### config.mk
export PLATFORM = sky130hd
export DESIGN_NAME = dmem_bridge_flat
export DESIGN_NICKNAME = d
export VERILOG_FILES = /design/src/rtl/dmem_bridge_if.sv /design/src/rtl/dmem_bridge.sv /design/src/flat_wrapper.sv
export SDC_FILE = /design/constraint.sdc
export NUM_CORES = 1
export LEC_CHECK = 0
export BUFFER_PORTS_ARGS = -buffer_cell sky130_fd_sc_hd__buf_2
export CAP_MARGIN = 0
export CORE_ASPECT_RATIO = 1.25
export CORE_MARGIN = 5
export CORE_UTILIZATION = 53
export CTS_CLUSTER_DIAMETER = 200
export DETAILED_ROUTE_END_ITERATION = 6
export PLACE_DENSITY_LB_ADDON = 0.25
export SYNTH_ARGS = -nofsm -noshare
export SYNTH_HDL_FRONTEND = slang
export SYNTH_SLANG_ARGS = --single-unit
### constraint.sdc
create_clock -name clk -period 6.87 [get_ports clk]
set_input_delay 0.3435 -clock clk [delete_from_list [all_inputs] [get_ports clk]]
set_output_delay 0.3435 -clock clk [all_outputs]
set_load 0.01 [all_outputs]
### src/rtl/dmem_bridge_if.sv
`default_nettype none
// ============================================================================
// Module   : dmem_bridge_if
// Brief    : Core-side load/store bus and SRAM-side port bundle for dmem_bridge.
// Revision : 1.0
// ============================================================================
interface dmem_bridge_if #(
    parameter int ADDR_W = 10
);
    logic              mem_req;
    logic              mem_we;
    logic [31:0]       mem_addr;
    logic [31:0]       mem_wdata;
    logic [2:0]        mem_dmtype;
    logic [31:0]       mem_rdata;
    logic              mem_done;
    logic              mem_busy;
    logic              mem_err;
    logic              sram_en;
    logic [3:0]        sram_we;
    logic [ADDR_W-1:0] sram_addr;
    logic [31:0]       sram_wdata;
    logic [31:0]       sram_rdata;

    // master: the core plus the SRAM macro; slave: the bridge itself
    modport master (
        output mem_req, mem_we, mem_addr, mem_wdata, mem_dmtype, sram_rdata,
        input  mem_rdata, mem_done, mem_busy, mem_err,
        input  sram_en, sram_we, sram_addr, sram_wdata
    );

    modport slave (
        input  mem_req, mem_we, mem_addr, mem_wdata, mem_dmtype, sram_rdata,
        output mem_rdata, mem_done, mem_busy, mem_err,
        output sram_en, sram_we, sram_addr, sram_wdata
    );
endinterface
`default_nettype wire

### src/rtl/dmem_bridge.sv
`default_nettype none
// ============================================================================
// Module   : dmem_bridge
// Brief    : Load/store responder: lane placement, alignment, load extension,
//            word SRAM with RD_LAT-cycle access. Optional macro
//            DMEM_BRIDGE_MISALIGN_TRAP_EN traps misaligned accesses.
// Revision : 1.0
// ============================================================================
module dmem_bridge #(
    parameter int ADDR_W = 10,
    parameter int RD_LAT = 1
) (
    input  wire logic    clk,
    input  wire logic    rst,
    dmem_bridge_if.slave bus
);
    typedef enum logic [1:0] {
        S_IDLE   = 2'd0,
        S_ACCESS = 2'd1,
        S_DONE   = 2'd2
    } state_t;

    localparam logic [3:0] c_rd_lat = 4'(RD_LAT);

    state_t            r_state, w_state_nx;
    logic [3:0]        r_cnt, w_cnt_nx;
    logic              r_we, w_we_nx;
    logic [2:0]        r_dmtype, w_dmtype_nx;
    logic [1:0]        r_off, w_off_nx;
    logic              r_sram_en, w_sram_en_nx;
    logic [3:0]        r_sram_we, w_sram_we_nx;
    logic [ADDR_W-1:0] r_sram_addr, w_sram_addr_nx;
    logic [31:0]       r_sram_wdata, w_sram_wdata_nx;
    logic [31:0]       r_rdata, w_rdata_nx;
    logic              r_done, w_done_nx;
    logic              r_busy, w_busy_nx;
    logic              r_err, w_err_nx;

    logic              w_is_half;
    logic              w_is_byte;
    logic              w_trap;
    logic [1:0]        w_req_off;
    logic [3:0]        w_req_be;
    logic [31:0]       w_req_wdata;
    logic [7:0]        w_ld_byte;
    logic [15:0]       w_ld_half;
    logic [31:0]       w_ld_data;
    logic              w_unused_addr;

    assign w_is_half     = (bus.mem_dmtype == 3'b001) || (bus.mem_dmtype == 3'b010);
    assign w_is_byte     = (bus.mem_dmtype == 3'b011) || (bus.mem_dmtype == 3'b100);
    assign w_unused_addr = ^bus.mem_addr[31:ADDR_W+2];

`ifdef DMEM_BRIDGE_MISALIGN_TRAP_EN
    assign w_trap = (w_is_half && bus.mem_addr[0]) ||
                    (!w_is_half && !w_is_byte && (bus.mem_addr[1:0] != 2'b00));
`else
    assign w_trap = 1'b0;
`endif

    // Offsets are force-aligned; with trapping enabled misaligned requests never reach ACCESS.
    always_comb begin
        w_req_off   = 2'b00;
        w_req_be    = 4'b1111;
        w_req_wdata = bus.mem_wdata;
        if (w_is_byte) begin
            w_req_off   = bus.mem_addr[1:0];
            w_req_be    = 4'b0001 << bus.mem_addr[1:0];
            w_req_wdata = {4{bus.mem_wdata[7:0]}};
        end else if (w_is_half) begin
            w_req_off   = {bus.mem_addr[1], 1'b0};
            w_req_be    = bus.mem_addr[1] ? 4'b1100 : 4'b0011;
            w_req_wdata = {2{bus.mem_wdata[15:0]}};
        end
    end

    always_comb begin
        case (r_off)
            2'd0:    w_ld_byte = bus.sram_rdata[7:0];
            2'd1:    w_ld_byte = bus.sram_rdata[15:8];
            2'd2:    w_ld_byte = bus.sram_rdata[23:16];
            default: w_ld_byte = bus.sram_rdata[31:24];
        endcase
        w_ld_half = r_off[1] ? bus.sram_rdata[31:16] : bus.sram_rdata[15:0];
        case (r_dmtype)
            3'b001:  w_ld_data = {{16{w_ld_half[15]}}, w_ld_half};
            3'b010:  w_ld_data = {16'd0, w_ld_half};
            3'b011:  w_ld_data = {{24{w_ld_byte[7]}}, w_ld_byte};
            3'b100:  w_ld_data = {24'd0, w_ld_byte};
            default: w_ld_data = bus.sram_rdata;
        endcase
    end

    always_comb begin
        w_state_nx      = r_state;
        w_cnt_nx        = r_cnt;
        w_we_nx         = r_we;
        w_dmtype_nx     = r_dmtype;
        w_off_nx        = r_off;
        w_sram_en_nx    = 1'b0;
        w_sram_we_nx    = 4'b0000;
        w_sram_addr_nx  = r_sram_addr;
        w_sram_wdata_nx = r_sram_wdata;
        w_rdata_nx      = 32'd0;
        w_done_nx       = 1'b0;
        w_busy_nx       = 1'b0;
        w_err_nx        = 1'b0;
        case (r_state)
            S_IDLE: begin
                if (bus.mem_req) begin
                    w_we_nx     = bus.mem_we;
                    w_dmtype_nx = bus.mem_dmtype;
                    w_off_nx    = w_req_off;
                    w_busy_nx   = 1'b1;
                    if (w_trap) begin
                        w_state_nx = S_DONE;
                        w_done_nx  = 1'b1;
                        w_err_nx   = 1'b1;
                    end else begin
                        w_state_nx      = S_ACCESS;
                        w_cnt_nx        = c_rd_lat;
                        w_sram_en_nx    = 1'b1;
                        w_sram_we_nx    = bus.mem_we ? w_req_be : 4'b0000;
                        w_sram_addr_nx  = bus.mem_addr[ADDR_W+1:2];
                        w_sram_wdata_nx = w_req_wdata;
                    end
                end
            end
            S_ACCESS: begin
                w_busy_nx    = 1'b1;
                w_sram_en_nx = 1'b1;
                w_cnt_nx     = r_cnt - 4'd1;
                if (r_cnt == 4'd1) begin
                    w_state_nx   = S_DONE;
                    w_sram_en_nx = 1'b0;
                    w_done_nx    = 1'b1;
                    w_rdata_nx   = r_we ? 32'd0 : w_ld_data;
                end
            end
            S_DONE: begin
                w_state_nx = S_IDLE;
            end
            default: begin
                w_state_nx = S_IDLE;
            end
        endcase
    end

    always_ff @(posedge clk or posedge rst) begin
        if (rst) begin
            r_state      <= S_IDLE;
            r_cnt        <= 4'd0;
            r_we         <= 1'b0;
            r_dmtype     <= 3'd0;
            r_off        <= 2'd0;
            r_sram_en    <= 1'b0;
            r_sram_we    <= 4'b0000;
            r_sram_addr  <= '0;
            r_sram_wdata <= 32'd0;
            r_rdata      <= 32'd0;
            r_done       <= 1'b0;
            r_busy       <= 1'b0;
            r_err        <= 1'b0;
        end else begin
            r_state      <= w_state_nx;
            r_cnt        <= w_cnt_nx;
            r_we         <= w_we_nx;
            r_dmtype     <= w_dmtype_nx;
            r_off        <= w_off_nx;
            r_sram_en    <= w_sram_en_nx;
            r_sram_we    <= w_sram_we_nx;
            r_sram_addr  <= w_sram_addr_nx;
            r_sram_wdata <= w_sram_wdata_nx;
            r_rdata      <= w_rdata_nx;
            r_done       <= w_done_nx;
            r_busy       <= w_busy_nx;
            r_err        <= w_err_nx;
        end
    end

    assign bus.mem_rdata  = r_rdata;
    assign bus.mem_done   = r_done;
    assign bus.mem_busy   = r_busy;
    assign bus.mem_err    = r_err;
    assign bus.sram_en    = r_sram_en;
    assign bus.sram_we    = r_sram_we;
    assign bus.sram_addr  = r_sram_addr;
    assign bus.sram_wdata = r_sram_wdata;
endmodule
`default_nettype wire

### src/flat_wrapper.sv
// flat-port wrapper written by rule: the top's interface ports become plain ports
module dmem_bridge_flat 
#(
    parameter int ADDR_W = 10,
    parameter int RD_LAT = 1
)
  (clk, rst, bus_mem_req, bus_mem_we, bus_mem_addr, bus_mem_wdata, bus_mem_dmtype, bus_sram_rdata, bus_mem_rdata, bus_mem_done, bus_mem_busy, bus_mem_err, bus_sram_en, bus_sram_we, bus_sram_addr, bus_sram_wdata);
  dmem_bridge_if #(.ADDR_W(ADDR_W)) bus_i ();
  input  wire logic clk;
  input  wire logic rst;
  input wire logic [$bits(bus_i.mem_req)-1:0] bus_mem_req;
  input wire logic [$bits(bus_i.mem_we)-1:0] bus_mem_we;
  input wire logic [$bits(bus_i.mem_addr)-1:0] bus_mem_addr;
  input wire logic [$bits(bus_i.mem_wdata)-1:0] bus_mem_wdata;
  input wire logic [$bits(bus_i.mem_dmtype)-1:0] bus_mem_dmtype;
  input wire logic [$bits(bus_i.sram_rdata)-1:0] bus_sram_rdata;
  output wire logic [$bits(bus_i.mem_rdata)-1:0] bus_mem_rdata;
  output wire logic [$bits(bus_i.mem_done)-1:0] bus_mem_done;
  output wire logic [$bits(bus_i.mem_busy)-1:0] bus_mem_busy;
  output wire logic [$bits(bus_i.mem_err)-1:0] bus_mem_err;
  output wire logic [$bits(bus_i.sram_en)-1:0] bus_sram_en;
  output wire logic [$bits(bus_i.sram_we)-1:0] bus_sram_we;
  output wire logic [$bits(bus_i.sram_addr)-1:0] bus_sram_addr;
  output wire logic [$bits(bus_i.sram_wdata)-1:0] bus_sram_wdata;
  assign bus_i.mem_req = bus_mem_req;
  assign bus_i.mem_we = bus_mem_we;
  assign bus_i.mem_addr = bus_mem_addr;
  assign bus_i.mem_wdata = bus_mem_wdata;
  assign bus_i.mem_dmtype = bus_mem_dmtype;
  assign bus_i.sram_rdata = bus_sram_rdata;
  assign bus_mem_rdata = bus_i.mem_rdata;
  assign bus_mem_done = bus_i.mem_done;
  assign bus_mem_busy = bus_i.mem_busy;
  assign bus_mem_err = bus_i.mem_err;
  assign bus_sram_en = bus_i.sram_en;
  assign bus_sram_we = bus_i.sram_we;
  assign bus_sram_addr = bus_i.sram_addr;
  assign bus_sram_wdata = bus_i.sram_wdata;
  dmem_bridge #(.ADDR_W(ADDR_W), .RD_LAT(RD_LAT)) u_core (.clk(clk), .rst(rst), .bus(bus_i));
endmodule
# Yosys cells after proc, flatten, opt, wreduce, memory -nomap -nowiden
# Cells that the tools add are included.
# word_totals
elab_cells,63
output_inout_bits,82
rom_bits,0
ram_bits,0
regBits,93
latchBits,0
inputBits,103
mem_count,0
# classes
bitwise_logic,0
reduce_logical,8
order_cmp,0
muxes,27
shift,1
eq_ne,14
n_mul,0
div,0
addsub,1
# op_table
cell,count
$mux W32,5
$pmux W32 S4,1
$mux W4,7
$pmux W8 S3,1
$mux W16,1
$eq A3 B2 Y1 const B,4
$mux W2,4
$pmux W4 S2,1
$eq A3 B1 Y1 const B,2
$eq A3 B3 Y1 const B,2
$reduce_and A2 Y1,3
$eq A2 B1 Y1 const B,2
$eq A4 B1 Y1 const B,1
$logic_not A2 Y1,2
$mux W1,4
$pmux W1 S2,2
$pmux W2 S2,1
$shl A1 B2 Y4 const A,1
$sub A4 B1 Y4 const B,1
$eq A2 B2 Y1 const B,1
$logic_or A1 B1 Y1,2
$ne A2 B1 Y1 const B,1
$ne A2 B2 Y1 const B,1
$reduce_bool A2 Y1,1

# Longest topological paths before layout
# Gate-level depths: netlist (run 1).
# depth
ltp_word,7
depth_mapped,9

# Least setup slack after synthesis (run 1)
# Ideal clock, no wire load.
# synth_timing
path_kind,register to register
start,register u_core.r_cnt[1]
end,"register u_core.r_rdata[15], in the netlist u_core.bus.mem_rdata[15]"
stages_incl_launch_ff,9
slack_ns,4.606
path_buffers,2
synth_period_minus_slack_ns,2.264
arrival_time_ns,2.198
path_cell_list,dfrtp_1 > inv_1 > ha_1 > or3b_1 > buf_2 > or4b_1 > buf_2 > a311oi_4 > o211a_1
# synth_via
elab_chain_cells,3
# synth_lines
element,line,rtl
"start, declared",dmem_bridge.sv:26,"logic [3:0] r_cnt, w_cnt_nx;"
"start signal, assigned",dmem_bridge.sv:166,r_cnt <= w_cnt_nx;
$eq A4 B1 Y1,dmem_bridge.sv:133,if (r_cnt == 4'd1) begin
$mux W32,dmem_bridge.sv:133,
$mux W32,dmem_bridge.sv:108,case (r_state)
via u_core.w_rdata_nx[15],dmem_bridge.sv:34,"logic [31:0] r_rdata, w_rdata_nx;"
"end signal, assigned",dmem_bridge.sv:174,r_rdata <= w_rdata_nx;
"end, declared",dmem_bridge.sv:34,
# The timed path passes the listed nets, and every way through them passes these cells.
# A chain may end at the register's enable or synchronous reset.

# Final worst setup path (run 1)
# layout_timing
start,register u_core.r_dmtype[0]
end,"register u_core.r_rdata[19], in the netlist u_core.bus.mem_rdata[19]"
# layout_via
elab_chain_cells,5
word_cells_on_any_way,8
classes_between,4 x eq/ne; 4 x mux
# layout_lines
element,line,rtl
"start, declared",dmem_bridge.sv:28,"logic [2:0] r_dmtype, w_dmtype_nx;"
"start signal, assigned",dmem_bridge.sv:168,r_dmtype <= w_dmtype_nx;
"$eq A3 B3 Y1, or another cell as far along",dmem_bridge.sv:85,case (r_dmtype)
$pmux W32 S4 *,dmem_bridge.sv:85,
$mux W32 *,dmem_bridge.sv:137,w_rdata_nx = r_we ? 32'd0 : w_ld_data;
$mux W32 *,dmem_bridge.sv:133,
$mux W32 *,dmem_bridge.sv:108,
via u_core.w_rdata_nx[19],dmem_bridge.sv:34,
# Mark *: on every way through the listed nets, which the timed path passes. The rest lies on a longest branch.

==> impl_results.md, run 1 <==
- Setup Skew: 0.008426 ns
- Critical path startpoint: u_core.r_dmtype[0]$_DFFE_PP0P_
- # setup viols final: 0
- Placed inst area: 5528 um2
- Crit path max fanout: 25
- Top-area cell type share of the netlist area: 0.4940
- Avg WL per Cell: 17.68 um
- Slew Viols, Final: 0
- Leak: 2.929 nW
- Diodes inserted: 0
- Max Root-Sink Buffers: 2
- HP Start: bus_mem_addr[8]
- GPL Wtd Cong: 0.8403
- Area of the mapped netlist: 4711 um2
- Fmax: 345.8 MHz
- Vias/cell: 5.742
- Setup CP Type: flop to flop
- Cells after synthesis: 468
- Async S/R FF share, synth: 1.000
- Critical path depth: 4
- Area grow syn2layout: 21.43%
- CP delay by family, top: compound AO/OA/AOI/OAI gates
- Top-count cell post-synth: dfrtp_1
- Largest net degree at the start of global routing: 94
- CP Capture Type: flop
- Vias post-DR: 4226
- DRT antenna net count: 0
- Setup TNS: 0 ns
- Post-synthesis sequential area ratio: 0.4940
- Critical path buffers and inverters: 0
- Max_cap viols: 0
- Cell Pwr Density: 401.9 nW/um2
- Worst VDD drop: 0.2338 mV
- Synthesis Warnings: 0
- Post-synthesis cell type with the largest combined area: dfrtp_1
- Final Net Count: 716
- Global route overflow: 0
- Die height: 115.4 um
- DRC: 0
- Clock-pin slew on the worst setup and hold paths: 0.09 ns
- Sink Count: 93
- Inserted Clock Buffers: 9
- Initial antenna violation count: 0
- Syn Area/Cell: 10.07 um2
- Hold crit path type: input port to flop
- Startpoint types: flop
- CTS H-Tree Depth: 3
- Ports: 185
- Status: finished, final reports clean
- Ys flop type: dfrtp_1
- PostCTS Resize Cnt: 0
- Placeable core area: 8701 um2
- TritonCTS clock tree: yes
- Synth top cells by count: dfrtp_1, nand2_1, nor2_1, o21ai_0, mux2i_1
- Hold Vio Cnt, Final: 0
- RSZ-0062 raised after global routing: no
- Final instance area: 5720 um2
- Setup crit end: u_core.bus.mem_rdata[19]$_DFF_PP0_
- Worst Reg-to-Reg Cells: 4
- FP Rows: 38
- Total Routed Length: 13010 um
- Synth Register Bits: 93
- CTS root buffer: clkbuf_8
- GRT Total Usage: 0.2460
- Worst EP arrival: 3.19 ns
- RR Endpoint: u_core.bus.mem_rdata[19]$_DFF_PP0_
- Worst-skew pair later-pin latency: 0.36 ns
- R2R setup slack: 3.98 ns
- Synth cell types: 51
- Setup Buffers After CTS: 0
- Min Clock Period, post-route: 2.892 ns
- EDFF count, synth: 0
- Chip Width: 94.33 um
- Dominant cells by area after synthesis: dfrtp_1, nand2_1, mux2i_1
- Iter 0 DRT Violations: 209
- Initial Utilization: 0.5414
- Fin crit share: 0.4209
- Critical Path RT: 7.16 ns
- First-pass GRT wire length: 21030 um
- Vias in the first global route: 4355
- Crit path max-delay cell type: dfrtp_1
- Syn_nets: 573
- Reg-to-reg startpoint: u_core.r_dmtype[0]$_DFFE_PP0P_
- Share of cells above drive strength 1: 0.3474
- Critical Path, Cell by Cell: or3b_2 > or4b_1 > a211oi_2 > o21a_1
- # hold bufs at CTS: 0
- Worst-Margin Slew: 1.126 ns
- CP max stage delay: 0.91 ns
- Rel. slew slack: 0.2492
- Drt pass-1 iters: 4
- Die area: 10890 um2
- Hpwl dp: 9156 um
- Port Buffers: 163
==> cell type report <==
class                           count  area [um2]
Clock inverter                      4       47.55
Sequential cell                    93        2327
Tap cell                          120       150.1
Inverter                            9       36.28
Multi-Input combinational cell    330        2161
Fill cell                         730        2980
Timing Repair Buffer              168       853.3
Clock buffer                       12       145.1
==> worst register-to-register path, stage by stage (launching register included) <==
cell and delay, ns:
dfrtp_1 0.91, or3b_2 0.27, or4b_1 0.59, a211oi_2 0.82, o21a_1 0.24
==> cell usage in the layout (no fill, tap or decap), types with 5 or more instances in the layout <==
master / Yosys / layout
mux2_2: 18 / 18
o221ai_1: 8 / 8
dfrtp_1: 93 / 93
a22o_1: 8 / 8
nand2_1: 84 / 83
nor2_1: 25 / 25
o211a_1: 8 / 8
a21oi_1: 11 / 11
clkbuf_8: 0 / 10
buf_2: 3 / 163
mux2i_1: 24 / 24
buf_4: 2 / 5
a221oi_1: 10 / 10
o21ai_0: 25 / 25
o21a_1: 14 / 14
a22oi_1: 16 / 16
inv_1: 8 / 7
o22ai_1: 17 / 17
a211oi_1: 16 / 16
nor2b_1: 8 / 8
==> cell families (layout without fill, tap and decap cells) <==
family,count (synthesis),in the layout,share of synthesized area
compound gates,142,142,0.2218
simple gates,141,141,0.1315
flops,93,93,0.4940
buf+inv,45,193,0.04887
mux,42,42,0.09402
fa+ha+maj,2,2,0.005311
xor+xnor,2,2,0.003719
other cells,1,1,0.0007960
==> sequential cells by signal, indices dropped and copies added, names as in the netlist, 2 cells and up <==
signal and cells:
u_core.bus.sram_we 4, u_core.r_dmtype 3, u_core.bus.sram_wdata 32, u_core.r_state 2
u_core.r_cnt 4, u_core.r_off 2, u_core.bus.sram_addr 10, u_core.bus.mem_rdata 32
==> power by group <==
group	switching, mW	internal [mW]
combinational	0.607	0.412
sequential	0.165	0.750
clock	0.188	0.177
==> layer usage <==
layer,wire length [um],vias up,GRT usage
met5,0,-,0
met4,247,0,0.09827
met3,1263,24,0.07853
met2,6559,223,0.4242
met1,4939,2002,0.2825
li1,-,1977,-
==> metrics by stage <==
| stage | utilization | setup WS [ns] | hold slack (ns) | power [mW] | instances |
|---|---|---|---|---|---|
| 2_1_floorplan | - | 4.106 | 0.4489 | 1.594 | 468 |
| 3_3_place_gp | 0.6353 | 4.118 | 0.4537 | 1.897 | 720 |
| 3_5_place_dp | 0.6353 | 4.017 | 0.4606 | 1.940 | 720 |
| 4_1_cts | 0.6575 | 3.980 | 0.1592 | 2.308 | 736 |
| 5_1_grt | 0.6575 | 3.867 | 0.1661 | 2.471 | 736 |
| 6_report | 0.6575 | 3.978 | 0.1718 | 2.299 | 736 |
==> worst min path at each step <==
stage / slack [ns] / cells past startpoint / to
3_5_place_dp: 0.46 / 2 / u_core.bus.sram_wdata[1]$_DFFE_PP0P_
5_1_grt: 0.17 / 3 / u_core.bus.sram_addr[4]$_DFFE_PP0P_
2_1_floorplan: 0.45 / 2 / u_core.bus.sram_addr[0]$_DFFE_PP0P_
6_report: 0.17 / 3 / u_core.bus.sram_addr[6]$_DFFE_PP0P_
3_3_place_gp: 0.45 / 2 / u_core.bus.sram_wdata[3]$_DFFE_PP0P_
4_1_cts: 0.16 / 3 / u_core.bus.sram_addr[0]$_DFFE_PP0P_
Note: power is estimated with default switching activity, not from simulation.
==> run 2: changes to the inputs <==
- CORE_UTILIZATION: 53 -> 44
- clock period: 6.87 -> 2.5 ns (I/O delays scaled with it)
==> impl_results.md, run 2 (same netlist as run 1, synthesis figures left out) <==
- Avg WL per Cell: 17.83 um
- Cell Pwr Density: 1126 nW/um2
- Setup Skew: 0.004269 ns
- Met3 GRT Util: 0.05973
- FP Rows: 42
- Worst Reg-to-Reg Cells: 6
- RSZ-0062 raised after global routing: no
- Setup CP Type: flop to flop
- Leak: 3.070 nW
- Setup Buffers After CTS: 0
- Share of cells above drive strength 1: 0.3538
- Setup TNS: 0 ns
- Largest net degree at the start of global routing: 62
- RR Endpoint: u_core.bus.mem_rdata[8]$_DFF_PP0_
- CTS H-Tree Depth: 3
- Max Root-Sink Buffers: 2
- Crit path max-delay cell type: or4b_1
- Worst EP arrival: 2.62 ns
- Most common cell after layout, fill and taps aside: buf_2
- WHS Path Cells: 2
- Ports: 185
- Hold Vio Cnt, Final: 0
- Die area: 12890 um2
- Chip Width: 102.5 um
- Clock-pin slew on the worst setup and hold paths: 0.07 ns
- Max_cap viols: 0
- Final Net Count: 736
- Critical Path RT: 2.78 ns
- Initial antenna violation count: 0
- Hpwl dp: 9870 um
- Hold Path End: u_core.bus.mem_rdata[27]$_DFF_PP0_
- Worst VDD drop: 0.5378 mV
- Critical Path, Cell by Cell: inv_1 > ha_1 > or3b_1 > or4b_1 > a311oi_4 > o211a_1
- Final instance area: 6033 um2
- GR peak layer: met2
- GPL Wtd Cong: 0.8666
- CP max stage delay: 0.63 ns
- Vias post-DR: 4336
- Placeable core area: 10560 um2
- Die height: 125.7 um
- Drt pass-1 iters: 5
- GRT Total Usage: 0.2116
- Worst-skew pair later-pin latency: 0.34 ns
- HP Start: bus_sram_rdata[27]
- Met2 usage: 0.3605
- Fin crit share: 0.9380
- Fmax: 426.4 MHz
- Vias in the first global route: 4356
- Leading cell types in the layout, fill and taps excluded: buf_2, dfrtp_1, nand2_1
- Crit path max fanout: 8
- Status: finished, final reports clean
- Reg-to-reg startpoint: u_core.r_cnt[1]$_DFFE_PP0P_
- PostCTS Resize Cnt: 0
- R2R setup slack: 0.15 ns
- Met1 Usage GRT: 0.2537
- Placed inst area: 5624 um2
- Min Clock Period, post-route: 2.345 ns
- Slew Viols, Final: 0
- Sink Count: 93
- TritonCTS clock tree: yes
- Hold crit path type: input port to flop
- DRC: 0
- CP Capture Type: flop
- Inserted Clock Buffers: 9
- # setup viols final: 0
- Worst-Margin Slew: 0.7357 ns
- Rel. slew slack: 0.5085
- Global route overflow: 0
- Diodes inserted: 0
- Vias/cell: 5.646
- Total Routed Length: 13690 um
- CTS root buffer: clkbuf_16
- Port Buffers: 163
- Final design utilization: 0.5712
- First-pass GRT wire length: 21670 um
- Iter 0 DRT Violations: 225
- DRT antenna net count: 0
- Startpoint types: flop
- Initial Utilization: 0.4460
- Area grow syn2layout: 28.07%
-- run 2: critical path, delay by kind of cell, from the launching register on --
kind	cells	cell delay, ns
DFF	1	0.37
buffers and inverters	1	0.10
AOI/OAI and AO/OA	2	0.69
adders and majority gates	1	0.14
and+or+nand+nor	2	0.98
-- run 2: metal layers --
| layer | share of wire | up-vias |
|---|---|---|
| met5 | 0 | - |
| li1 | - | 2022 |
| met2 | 0.51 | 188 |
| met4 | 0.020 | 0 |
| met1 | 0.38 | 2105 |
| met3 | 0.093 | 21 |
-- run 2: stage by stage --
stage,instances,power [mW],setup slack (ns),hold slack [ns]
after global placement,741,5.343,0.1682,0.2776
after global routing,768,7.282,0.01899,0.01096
after floorplan,468,4.380,0.2362,0.2304
after CTS,768,6.856,0.09589,0.003544
final,768,6.793,0.1549,0.01630
after detailed placement,741,5.453,0.1219,0.2960
-- run 2: final cells by class --
cell class | count | area [um2]
multi-input combinational | 330 | 2161
timing repair buffer | 188 | 1044
fill | 947 | 4529
clock buffer | 9 | 225.2
clock inverter | 7 | 73.82
inverter | 9 | 37.54
sequential | 93 | 2327
tap | 132 | 165.2
-- run 2: power breakdown --
part / leakage [nW] / switching, mW / total [mW] / internal, mW
Sequential: 1.20 / 0.306 / 2.38 / 2.07
Clock: 0.146 / 0.591 / 1.37 / 0.780
Combinational: 1.73 / 1.84 / 3.05 / 1.20
Total: 3.07 / 2.74 / 6.79 / 4.05
-- run 2: worst max path at each step --
| stage | from | endpoint | slack [ns] | cells past startpoint |
|---|---|---|---|---|
| floorplan | u_core.r_cnt[1]$_DFFE_PP0P_ | u_core.bus.mem_rdata[15]$_DFF_PP0_ | 0.24 | 8 |
| global placement | u_core.r_cnt[1]$_DFFE_PP0P_ | u_core.bus.mem_rdata[15]$_DFF_PP0_ | 0.17 | 6 |
| detailed placement | u_core.r_cnt[1]$_DFFE_PP0P_ | u_core.bus.mem_rdata[15]$_DFF_PP0_ | 0.12 | 6 |
| CTS | u_core.r_cnt[1]$_DFFE_PP0P_ | u_core.bus.mem_rdata[8]$_DFF_PP0_ | 0.1 | 6 |
| global route | u_core.r_cnt[1]$_DFFE_PP0P_ | u_core.bus.mem_rdata[15]$_DFF_PP0_ | 0.02 | 6 |
| finish | u_core.r_cnt[1]$_DFFE_PP0P_ | u_core.bus.mem_rdata[8]$_DFF_PP0_ | 0.15 | 6 |
-- run 2: what timing repair did --
item / 4_1_cts / 5_1_grt
hold endpoints to repair: 42 / 0
hold buffers: 11 / 0
setup endpoints to repair: 0 / 8
==> run 3: changes to the inputs <==
--- a/config.mk
+++ b/config.mk
@@ -9,3 +9,3 @@
 export CAP_MARGIN = 0
-export CORE_ASPECT_RATIO = 1.25
+export CORE_ASPECT_RATIO = 1.5
 export CORE_MARGIN = 5
--- a/constraint.sdc
+++ b/constraint.sdc
@@ -3,2 +3,2 @@
 set_output_delay 0.125 -clock clk [all_outputs]
-set_load 0.01 [all_outputs]
+set_load 0.02 [all_outputs]
==> impl_results.md, run 3 (same netlist as run 1, synthesis figures left out) <==
- Worst VDD drop: 0.7167 mV
- Diodes inserted: 0
- Area grow syn2layout: 29.43%
- CTS H-Tree Depth: 3
- Worst-skew pair later-pin latency: 0.33 ns
- Sink Count: 93
- Largest net degree at the start of global routing: 65
- GRT Total Usage: 0.2204
- Final Net Count: 739
- Vias/cell: 5.553
- Final design utilization: 0.5789
- Status: finished, final reports clean
- Vias post-DR: 4348
- Hold Vio Cnt, Final: 0
- Most common cell after layout, fill and taps aside: buf_2
- Setup CP Type: flop to flop
- Die area: 12920 um2
- Global route overflow: 0
- Ports: 185
- # setup viols final: 0
- RSZ-0062 raised after global routing: no
- Initial Utilization: 0.4473
- Fmax: 427.7 MHz
- Leading cell types in the layout, fill and taps excluded: buf_2, dfrtp_1, nand2_1
- Share of cells above drive strength 1: 0.3552
- Vias in the first global route: 4461
- Port Buffers: 163
- Setup TNS: 0 ns
- Chip Width: 94.49 um
- Hpwl dp: 10380 um
- Avg WL per Cell: 17.99 um
- DRC: 0
- CP Capture Type: flop
- DRT antenna net count: 0
- Startpoint types: flop
- Crit path max fanout: 8
- Die height: 136.7 um
- Max Root-Sink Buffers: 2
- Cell Pwr Density: 1196 nW/um2
- GPL Wtd Cong: 0.9242
- Critical Path RT: 2.77 ns
- Clock-pin slew on the worst setup and hold paths: 0.06 ns
- Setup Skew: 0.003839 ns
- Hold crit path type: input port to flop
- Inserted Clock Buffers: 9
- PostCTS Resize Cnt: 0
- Min Clock Period, post-route: 2.338 ns
- CTS root buffer: clkbuf_16
- Setup Buffers After CTS: 0
- Drt pass-1 iters: 4
- Rel. slew slack: 0.5540
- Worst-Margin Slew: 0.6665 ns
- Iter 0 DRT Violations: 125
- Fin crit share: 0.9352
- Placeable core area: 10530 um2
- First-pass GRT wire length: 22130 um
- Slew Viols, Final: 0
- Worst EP arrival: 2.60 ns
- Leak: 3.100 nW
- FP Rows: 46
- TritonCTS clock tree: yes
- Initial antenna violation count: 0
- Max_cap viols: 0
- Total Routed Length: 14080 um
run 3: timing repair:
| action | 4_1_cts | 5_1_grt |
|---|---|---|
| setup endpoints to repair | 0 | 1 |
| hold buffers | 11 | 0 |
| hold endpoints to repair | 39 | 0 |
run 3: area by class of cell:
| class | instances | area [um2] |
|---|---|---|
| fillers | 971 | 4436 |
| flip-flops and latches | 93 | 2327 |
| multi-input cells | 330 | 2161 |
| repair buffers | 191 | 1066 |
| clock buffers | 11 | 242.7 |
| well taps | 144 | 180.2 |
| clock inverters | 5 | 82.58 |
| inverters | 9 | 37.54 |
run 3: worst max-delay path, cell delays in order, from the launching register on:
cell	delay, ns
dfrtp_1	0.37
inv_1	0.09
ha_1	0.13
or3b_1	0.35
or4b_1	0.63
a311oi_4	0.46
o211a_1	0.24
run 3: metrics by stage:
stage / power (mW) / hold slack [ns] / cell area, um2 / worst slack [ns] / cells
after global placement: 5.721 / 0.2434 / 5662 / 0.1608 / 756
after global routing: 7.768 / 0.01891 / 6097 / 0.05596 / 783
final: 7.293 / 0.02666 / 6097 / 0.1621 / 783
after CTS: 7.337 / 0.01491 / 6097 / 0.09948 / 783
after detailed placement: 5.819 / 0.2483 / 5662 / 0.1449 / 756
after floorplan: 4.744 / 0.2304 / 4715 / 0.2362 / 468
run 3: layer usage:
| layer | routed length [um] | GRT usage | vias up |
|---|---|---|---|
| met5 | 0 | 0 | - |
| met4 | 443 | 0.09711 | 0 |
| met3 | 1164 | 0.05721 | 30 |
| met2 | 7226 | 0.3894 | 193 |
| met1 | 5250 | 0.2473 | 2091 |
| li1 | - | - | 2034 |
run 3: path summary, 6_finish.rpt:
| check | cells past startpoint | from | slack [ns] | end |
|---|---|---|---|---|
| worst min-delay path | 2 | bus_sram_rdata[22] | 0.03 | u_core.bus.mem_rdata[22]$_DFF_PP0_ |
| max in group asynchronous | 4 | rst | 1.34 | u_core.bus.mem_rdata[20]$_DFF_PP0_ |
| min in group asynchronous | 3 | rst | 0.43 | u_core.bus.sram_wdata[21]$_DFFE_PP0P_ |
| worst max-delay path | 6 | u_core.r_cnt[1]$_DFFE_PP0P_ | 0.16 | u_core.bus.mem_rdata[15]$_DFF_PP0_ |
| worst max register to register | 6 | u_core.r_cnt[1]$_DFFE_PP0P_ | 0.16 | u_core.bus.mem_rdata[15]$_DFF_PP0_ |
| worst min register to register | 2 | u_core.bus.sram_addr[5]$_DFFE_PP0P_ | 0.47 | u_core.bus.sram_addr[5]$_DFFE_PP0P_ |
run 3: power by group:
part	switching (mW)	internal, mW
sequential	0.293	2.07
clock	0.569	0.908
combinational	2.23	1.22
